[src/rtl/apb_slave_mem_if.sv]
// APB3-style bus bundle between a bridge (master) and the apb_slave_mem block (slave).
interface apb_slave_mem_if;
    logic        psel;
    logic        penable;
    logic        pwrite;
    logic [31:0] paddr;
    logic [31:0] pwdata;
    logic [31:0] prdata;
    logic        pready;
    logic        pslverr;

    modport master (
        output psel, penable, pwrite, paddr, pwdata,
        input  prdata, pready, pslverr
    );

    modport slave (
        input  psel, penable, pwrite, paddr, pwdata,
        output prdata, pready, pslverr
    );
endinterface

[src/rtl/apb_slave_mem.sv]
// APB slave backed by a 64 x 32-bit register file in a 256-byte window at BASE_ADDR,
// with a programmable number of wait states and a completed-transfer counter.
module apb_slave_mem #(
    parameter logic [31:0] BASE_ADDR   = 32'h8000_0000,
    parameter int unsigned WAIT_CYCLES = 1
) (
    input  logic            clk,
    input  logic            rst,
    apb_slave_mem_if.slave  bus,
    output logic [15:0]     xfer_cnt,
    output logic            fsm_state
);
    // Handshake: a transfer is a setup cycle (psel=1, penable=0) followed by access
    // cycles (psel=1, penable=1); it completes on the edge where psel, penable and
    // pready are all 1. Dropping psel before that edge aborts the transfer.
    typedef enum logic {IDLE = 1'b0, ACCESS = 1'b1} state_t;

    localparam logic [3:0] WAIT_LD = 4'(WAIT_CYCLES);

    state_t      state, state_nx;
    logic [3:0]  cnt, cnt_nx;
    logic [5:0]  idx_q, idx_nx;
    logic        hit_q, hit_nx;
    logic        write_q, write_nx;
    logic [31:0] wdata_q, wdata_nx;
    logic        ready_q, ready_nx;
    logic        err_q, err_nx;
    logic [31:0] rdata_q, rdata_nx;
    logic [15:0] xfer_cnt_nx;
    logic        mem_we;
    logic [31:0] mem [64];

    logic setup_hit;
    logic unused_addr_bits;

    assign setup_hit        = (bus.paddr[31:8] == BASE_ADDR[31:8]);
    assign unused_addr_bits = ^bus.paddr[1:0];

    assign bus.pready  = ready_q;
    assign bus.pslverr = err_q;
    assign bus.prdata  = rdata_q;
    assign fsm_state   = state;

    always_comb begin
        state_nx    = state;
        cnt_nx      = cnt;
        idx_nx      = idx_q;
        hit_nx      = hit_q;
        write_nx    = write_q;
        wdata_nx    = wdata_q;
        ready_nx    = ready_q;
        err_nx      = err_q;
        rdata_nx    = rdata_q;
        xfer_cnt_nx = xfer_cnt;
        mem_we      = 1'b0;

        case (state)
            IDLE: begin
                ready_nx = 1'b0;
                err_nx   = 1'b0;
                rdata_nx = '0;
                if (bus.psel && !bus.penable) begin
                    state_nx = ACCESS;
                    idx_nx   = bus.paddr[7:2];
                    hit_nx   = setup_hit;
                    write_nx = bus.pwrite;
                    wdata_nx = bus.pwdata;
                    cnt_nx   = WAIT_LD;
                    // Zero wait states: the response is built from the live bus fields.
                    if (WAIT_LD == 4'd0) begin
                        ready_nx = 1'b1;
                        err_nx   = !setup_hit;
                        rdata_nx = (!bus.pwrite && setup_hit) ? mem[bus.paddr[7:2]] : '0;
                    end
                end
            end
            ACCESS: begin
                if (!bus.psel) begin
                    state_nx = IDLE;
                    cnt_nx   = '0;
                    ready_nx = 1'b0;
                    err_nx   = 1'b0;
                    rdata_nx = '0;
                end else if (ready_q) begin
                    if (bus.penable) begin
                        mem_we      = write_q && hit_q;
                        xfer_cnt_nx = xfer_cnt + 16'd1;
                        state_nx    = IDLE;
                        ready_nx    = 1'b0;
                        err_nx      = 1'b0;
                        rdata_nx    = '0;
                    end
                end else if (cnt <= 4'd1) begin
                    cnt_nx   = '0;
                    ready_nx = 1'b1;
                    err_nx   = !hit_q;
                    rdata_nx = (!write_q && hit_q) ? mem[idx_q] : '0;
                end else begin
                    cnt_nx = cnt - 4'd1;
                end
            end
            default: state_nx = IDLE;
        endcase
    end

    always_ff @(posedge clk) begin
        if (rst) begin
            state    <= IDLE;
            cnt      <= '0;
            idx_q    <= '0;
            hit_q    <= 1'b0;
            write_q  <= 1'b0;
            wdata_q  <= '0;
            ready_q  <= 1'b0;
            err_q    <= 1'b0;
            rdata_q  <= '0;
            xfer_cnt <= '0;
            for (int i = 0; i < 64; i++) mem[i] <= '0;
        end else begin
            state    <= state_nx;
            cnt      <= cnt_nx;
            idx_q    <= idx_nx;
            hit_q    <= hit_nx;
            write_q  <= write_nx;
            wdata_q  <= wdata_nx;
            ready_q  <= ready_nx;
            err_q    <= err_nx;
            rdata_q  <= rdata_nx;
            xfer_cnt <= xfer_cnt_nx;
            if (mem_we) mem[idx_q] <= wdata_q;
        end
    end
endmodule

[src/flat_wrapper.sv]
// flat-port wrapper written by rule: the top's interface ports become plain ports
module apb_slave_mem_flat 
#(
    parameter logic [31:0] BASE_ADDR   = 32'h8000_0000,
    parameter int unsigned WAIT_CYCLES = 1
)
  (clk, rst, xfer_cnt, fsm_state, bus_psel, bus_penable, bus_pwrite, bus_paddr, bus_pwdata, bus_prdata, bus_pready, bus_pslverr);
  apb_slave_mem_if bus_i ();
  input  logic clk;
  input  logic rst;
  output logic [15:0] xfer_cnt;
  output logic fsm_state;
  input wire logic [$bits(bus_i.psel)-1:0] bus_psel;
  input wire logic [$bits(bus_i.penable)-1:0] bus_penable;
  input wire logic [$bits(bus_i.pwrite)-1:0] bus_pwrite;
  input wire logic [$bits(bus_i.paddr)-1:0] bus_paddr;
  input wire logic [$bits(bus_i.pwdata)-1:0] bus_pwdata;
  output wire logic [$bits(bus_i.prdata)-1:0] bus_prdata;
  output wire logic [$bits(bus_i.pready)-1:0] bus_pready;
  output wire logic [$bits(bus_i.pslverr)-1:0] bus_pslverr;
  assign bus_i.psel = bus_psel;
  assign bus_i.penable = bus_penable;
  assign bus_i.pwrite = bus_pwrite;
  assign bus_i.paddr = bus_paddr;
  assign bus_i.pwdata = bus_pwdata;
  assign bus_prdata = bus_i.prdata;
  assign bus_pready = bus_i.pready;
  assign bus_pslverr = bus_i.pslverr;
  apb_slave_mem #(.BASE_ADDR(BASE_ADDR), .WAIT_CYCLES(WAIT_CYCLES)) u_core (.clk(clk), .rst(rst), .bus(bus_i), .xfer_cnt(xfer_cnt), .fsm_state(fsm_state));
endmodule
[config.mk]
export PLATFORM = sky130hd
export DESIGN_NAME = apb_slave_mem_flat
export DESIGN_NICKNAME = d
export VERILOG_FILES = /design/src/rtl/apb_slave_mem_if.sv /design/src/rtl/apb_slave_mem.sv /design/src/flat_wrapper.sv
export SDC_FILE = /design/constraint.sdc
export NUM_CORES = 2
export LEC_CHECK = 0
export CAP_MARGIN = 30
export CELL_PAD_IN_SITES_DETAIL_PLACEMENT = 0
export CELL_PAD_IN_SITES_GLOBAL_PLACEMENT = 1
export CORE_ASPECT_RATIO = 1.5
export CORE_MARGIN = 3
export CORE_UTILIZATION = 49
export DETAILED_ROUTE_END_ITERATION = 16
export PLACE_DENSITY = 0.74
export SETUP_SLACK_MARGIN = 0.02
export SLEW_MARGIN = 20
export SYNTH_ARGS = -nofsm -noshare
export SYNTH_HDL_FRONTEND = slang
export SYNTH_SLANG_ARGS = --single-unit
export TNS_END_PERCENT = 50
[constraint.sdc]
create_clock -name clk -period 2.6 [get_ports clk]
set_input_delay 0.26 -clock clk [delete_from_list [all_inputs] [get_ports clk]]
set_output_delay 0.26 -clock clk [all_outputs]
set_load 0.01 [all_outputs]
# Yosys cells after proc, flatten, opt, wreduce, memory -nomap -nowiden
# Memories as Yosys holds them, arrays and structs flattened. A register that Yosys moved wholly into a read port is not among the register bits.
# Cells that the tools add are included.
[word_totals] in_bits=69 ram_bits=2048 word_cells=70 mem_count=1 regBits=95
[mem_list] memory="u_core.mem" words=64 word_bits=32 read_ports=1 rd_clocked_by_memory_dff=1 wr=64 line="apb_slave_mem.sv:31" text="logic [31:0] mem [64];"
[op_classes] n_bitwise=1 add_sub_neg=2 reduce_logical=11 mux=39 n_eq_ne=5 n_lt_le_gt_ge=1
[ops] cell="two-way mux 32 bit" count=6
[ops] cell="case mux 32 bit (2 select lines)" count=1
[ops] cell="OR reduction 32 bit" count=1
[ops] cell="equality test 24 bit, second input constant" count=1
[ops] cell="two-way mux 1 bit" count=21
[ops] cell="two-way mux 6 bit" count=3
[ops] cell="adder 16 x 1 -> 16 bit, second input constant" count=1
[ops] cell="two-way mux 4 bit" count=4
[ops] cell="inequality test 4 bit, second input constant" count=2
[ops] cell="case mux 4 bit (2 select lines)" count=1
[ops] cell="case mux 1 bit (2 select lines)" count=3
[ops] cell="AND reduction 2 bit" count=3
[ops] cell="less-or-equal comparator 4 x 1 -> 1 bit, second input constant" count=1
[ops] cell="AND reduction 4 bit" count=1
[ops] cell="subtractor 4 x 1 -> 4 bit, second input constant" count=1
[ops] cell="logical AND 1 bit" count=3
[ops] cell="zero test 1 bit" count=3
[ops] cell="inequality test 3 bit, second input constant" count=1
[ops] cell="inequality test 2 x 1 -> 1 bit, second input constant" count=1
[ops] cell="NOT 1 bit" count=1

# Longest topological paths before layout
[logic_depth] depth_word=10 mapped_depth=11 ltp_nobuf=7

# Least setup slack after synthesis
# Ideal clock, no wire load.
[synth_timing] path_kind="register to register" from="register u_core.ready_q, in the netlist u_core.bus.pready" to="memory u_core.mem[56][0] (enable)" path_buffers=1 setup_time_ns=0.375 stages_incl_launch_ff=7 arrival_time_ns=2.187 required_ns=2.225 period_less_slack_ns=2.562 setup_slack_ns=0.038 path_cell_list="dfxtp_1 -> clkbuf_1 -> nand4_1 -> nor4b_2 -> nand3_1 -> nor2_1 -> or2_2"
[synth_rtl] element="from (decl)" line="apb_slave_mem.sv:26" text="logic ready_q, ready_nx;"
[synth_rtl] element="from (signal assigned)" line="apb_slave_mem.sv:126" text="ready_q <= ready_nx;"
[synth_rtl] element="to (decl)" line="apb_slave_mem.sv:31"

==> results.cfg <==
[synth]
yosys-top-cells-count = sky130_fd_sc_hd__and2_1, sky130_fd_sc_hd__edfxtp_1, sky130_fd_sc_hd__clkbuf_1
ys.warnings.count = 0
synth_enable_flop_cells = 2048
synth_top_family_by_area = simple AND/OR/NAND/NOR gates
postSynthAreaPerCell_um2 = 14.93
synth-compound-area-share = 0.02853
synth.most_common_cell = sky130_fd_sc_hd__and2_1
synthFlopType = sky130_fd_sc_hd__edfxtp_1
mux_contribution_to_synthesized_area = 0.1331
synth-simple-area-share = 0.1572
yosysTopAreaCell = sky130_fd_sc_hd__edfxtp_1
synth_seq_cells = 2149
synth-async-reset-ratio = 0
netlist_instances = 6535
synth_xor_xnor_area_share = 0.0009874
synth.distinct_cells = 59
synth.area.top_cells = sky130_fd_sc_hd__edfxtp_1, sky130_fd_sc_hd__and2_1, sky130_fd_sc_hd__mux4_2, sky130_fd_sc_hd__mux2i_1, sky130_fd_sc_hd__dfxtp_1
yosys.area_share.adder = 0.0003847
seq_area_frac_synth = 0.6510
syn_nets = 6607
post-synth-top-area-fraction = 0.6303
summed_instance_area_of_the_synthesized_netlist_mm2 = 0.09757

[power_and_ir_drop]
power.density_mw_per_mm2 = 644.9
power.static_leakage_nw = 40.94
vdd_ir_drop_max_mv = 0.5301

[detailed_routing]
post-route-drc-count = 0
dr.first_iter.drc_count = 6339
route.antenna.remaining_nets = 0
vias_per_cell = 5.903
wl_per_cell_um = 31.05
detail_route.first_pass.iterations = 5
routed_wl_um = 303600
routed-via-count = 57715

[floorplan]
fp.coreArea_mm2 = 0.1979
fp.dieArea_mm2 = 0.2046
die_h_um = 552.5
fp-row-count = 200
die_w_um = 370.4
floorplan.io_pins = 120
initial_core_util = 0.4929

[sta]
min_period_ns = 2.637
worst_slew_margin_rel = 0.3502
achievable_clock_frequency_ghz = 0.3792
worst_clock_skew_ns = 0.06655
timing.final.ws_setup_ns = -0.03690
timing.final.max_slew_violations = 0
setup-violations-final = 2
fin_tns_setup_ns = -0.04341
grt_setup_unrepaired = true
max_slew.worst_pin.slew_ns = 0.9747
final-hold-violation-count = 0
hold-worst-slack_ns = 0.09238
period_utilization_post_route = 1.014

[clock_tree]
tritoncts.num_buffers = 206
clkTransAtPathRegs_ns = 0.06
clk_path_buf_depth = 4
worst_skew_pair_later_pin_latency_ns = 0.86
cts_max_level = 4
cts_tree = yes
cts_sinks = 2149
ctsRootBufferMaster = sky130_fd_sc_hd__clkbuf_16

[place]
finalWeightedCongestion = 0.9436
dpl-instance-area_mm2 = 0.1081
dp_cells = 9353
buffer_ports.inserted = 117
dpl.hpwl_um = 199900

[setup_path]
cpMostUsedCell = sky130_fd_sc_hd__buf_4
cp_cell_sequence = buf_4 -> nand3b_1 -> buf_12 -> o22ai_1 -> a211oi_1 -> a22o_1 -> buf_4 -> a221oi_1
reg2reg_to = u_core.bus.prdata[28]$_SDFFE_PP0P_
cp-start-kind = flip-flop
worst_path_dominant_cell_family = compound AO/OA/AOI/OAI gates
critPathMaxStageDelay_ns = 0.65
critical_path_arrival_ns = 3.32
r2r_setup_slack_ns = -0.04
crit_fanout = 18
critPathSlowestCell = sky130_fd_sc_hd__a211oi_1
critical_path_class = reg2reg
cp_num_buf_inv = 3
category_of_the_worst_setup_path_capture_point = flip-flop
crit_required_ns = 3.28
rr_worst_depth = 8

[min_path]
timing.hold.worst_endpoint = u_core.wdata_q[0]$_SDFFE_PP0P_
class_of_the_worst_hold_path = in2reg
whs_path_depth = 3
min_delay_startpoint = bus_pwdata[0]

[layout]
stdcell_count = 9778
nNetsFinal = 7053
drive_gt1_frac = 0.2525
fin_util = 0.5840
stdcell_area_mm2 = 0.1156
syn_to_final_growth_pct = 18.48

[global_routing]
grt_overflow_total = 0
grt_pass1_vias = 58940
grt_antenna_before_repair = 18
globalRouteTotalUtil = 0.2958
wire_length_of_the_first_global_routing_pass_um = 428700
pin_count_of_the_biggest_net_entering_global_routing = 108

[flow_run]
cap_viol_max_count = 0

[status]
run_status = finished, violations left
failed_checks = setup timing
-- cell usage in the layout (no fill, tap or decap), drive strengths merged, types with 95 or more instances in the layout --
cell type,count
and2,2053
edfxtp,2048
buf,754
mux4,416
clkbuf,260
mux2i,258
nand2,193
clkdlybuf4s50,116
dfxtp,101
nor2,95
-- worst register-to-register path, stage by stage (launching register included) --
cell and delay, ns:
sky130_fd_sc_hd__dfxtp_4 0.45, sky130_fd_sc_hd__buf_4 0.33, sky130_fd_sc_hd__nand3b_1 0.24, sky130_fd_sc_hd__buf_12 0.20
sky130_fd_sc_hd__o22ai_1 0.11, sky130_fd_sc_hd__a211oi_1 0.65, sky130_fd_sc_hd__a22o_1 0.26, sky130_fd_sc_hd__buf_4 0.15
sky130_fd_sc_hd__a221oi_1 0.08
-- sequential cells by signal (all words and copies together) (netlist names), named ones only --
signal,count
u_core.bus.prdata,32
u_core.bus.pready,1
u_core.bus.pslverr,1
u_core.cnt,4
u_core.fsm_state,1
u_core.hit_q,1
u_core.idx_q,6
u_core.mem,2048
u_core.wdata_q,32
u_core.write_q,1
u_core.xfer_cnt,16
-- layout make-up --
cell class	instances	area, um2
clock inverter	112	865.8
inverter	9	33.78
antenna	8	20.02
multi-input combinational	3710	31870
sequential	2149	63580
clock buffer	259	5570
tap	2626	3286
fill	15108	82340
timing repair buffer	905	10370
-- where the power goes --
part | switching (mW) | internal [mW]
clock | 13.0 | 16.4
sequential | 0.465 | 38.9
combinational | 3.44 | 2.38
-- kinds of logic (layout without fill, tap and decap cells) --
group / after synthesis / after routing
fa+ha+maj: 3 / 3
simple gates: 2545 / 2545
buf+inv: 676 / 1285
mux: 766 / 766
flops: 2149 / 2149
xor+xnor: 11 / 11
other cells: 0 / 8
compound gates: 385 / 385
-- worst max path at each step --
| stage | startpoint | end | slack, ns | cells after the start |
|---|---|---|---|---|
| 6_report | flip-flop | u_core.bus.prdata[28]$_SDFFE_PP0P_ | -0.04 | 8 |
| 5_1_grt | flip-flop | u_core.bus.prdata[8]$_SDFFE_PP0P_ | -0.05 | 9 |
| 4_1_cts | flip-flop | u_core.bus.prdata[2]$_SDFFE_PP0P_ | -0.005 | 9 |
| 3_5_place_dp | flip-flop | u_core.bus.prdata[2]$_SDFFE_PP0P_ | -0.45 | 8 |
| 3_3_place_gp | bus_penable | u_core.mem[30][10]$_SDFFCE_PN0P_ | -0.46 | 9 |
| 2_1_floorplan | u_core.bus.pready$_SDFF_PP0_ | u_core.mem[56][0]$_SDFFCE_PN0P_ | 0.04 | 6 |
-- per-layer routing --
metal,track usage,vias to the layer above,wire length [um]
met1,0.3457,29924,104400
li1,-,24814,-
met3,0.04054,662,20060
met4,0.1843,8,22420
met2,0.5132,2307,156700
met5,0,-,49
-- through the flow --
stage | setup slack, ns | power [mW]
after floorplan | 0.03836 | 42.43
after global placement | -0.4557 | 45.70
after CTS | -0.004749 | 74.89
final | -0.03690 | 74.55
after global routing | -0.04883 | 76.44
after detailed placement | -0.4535 | 45.82
-- repair_timing --
| action | CTS | global route |
|---|---|---|
| endpoints found under the setup margin | 819 | 31 |
| gates resized for setup | 47 | 69 |
| pin swaps | 3 | 19 |
| cloned | 1 | 1 |
| hold endpoints to repair | 60 | 0 |
| hold buffers | 33 | 0 |
| setup buffers | 5 | 6 |
(Power assumes the default switching activity.)
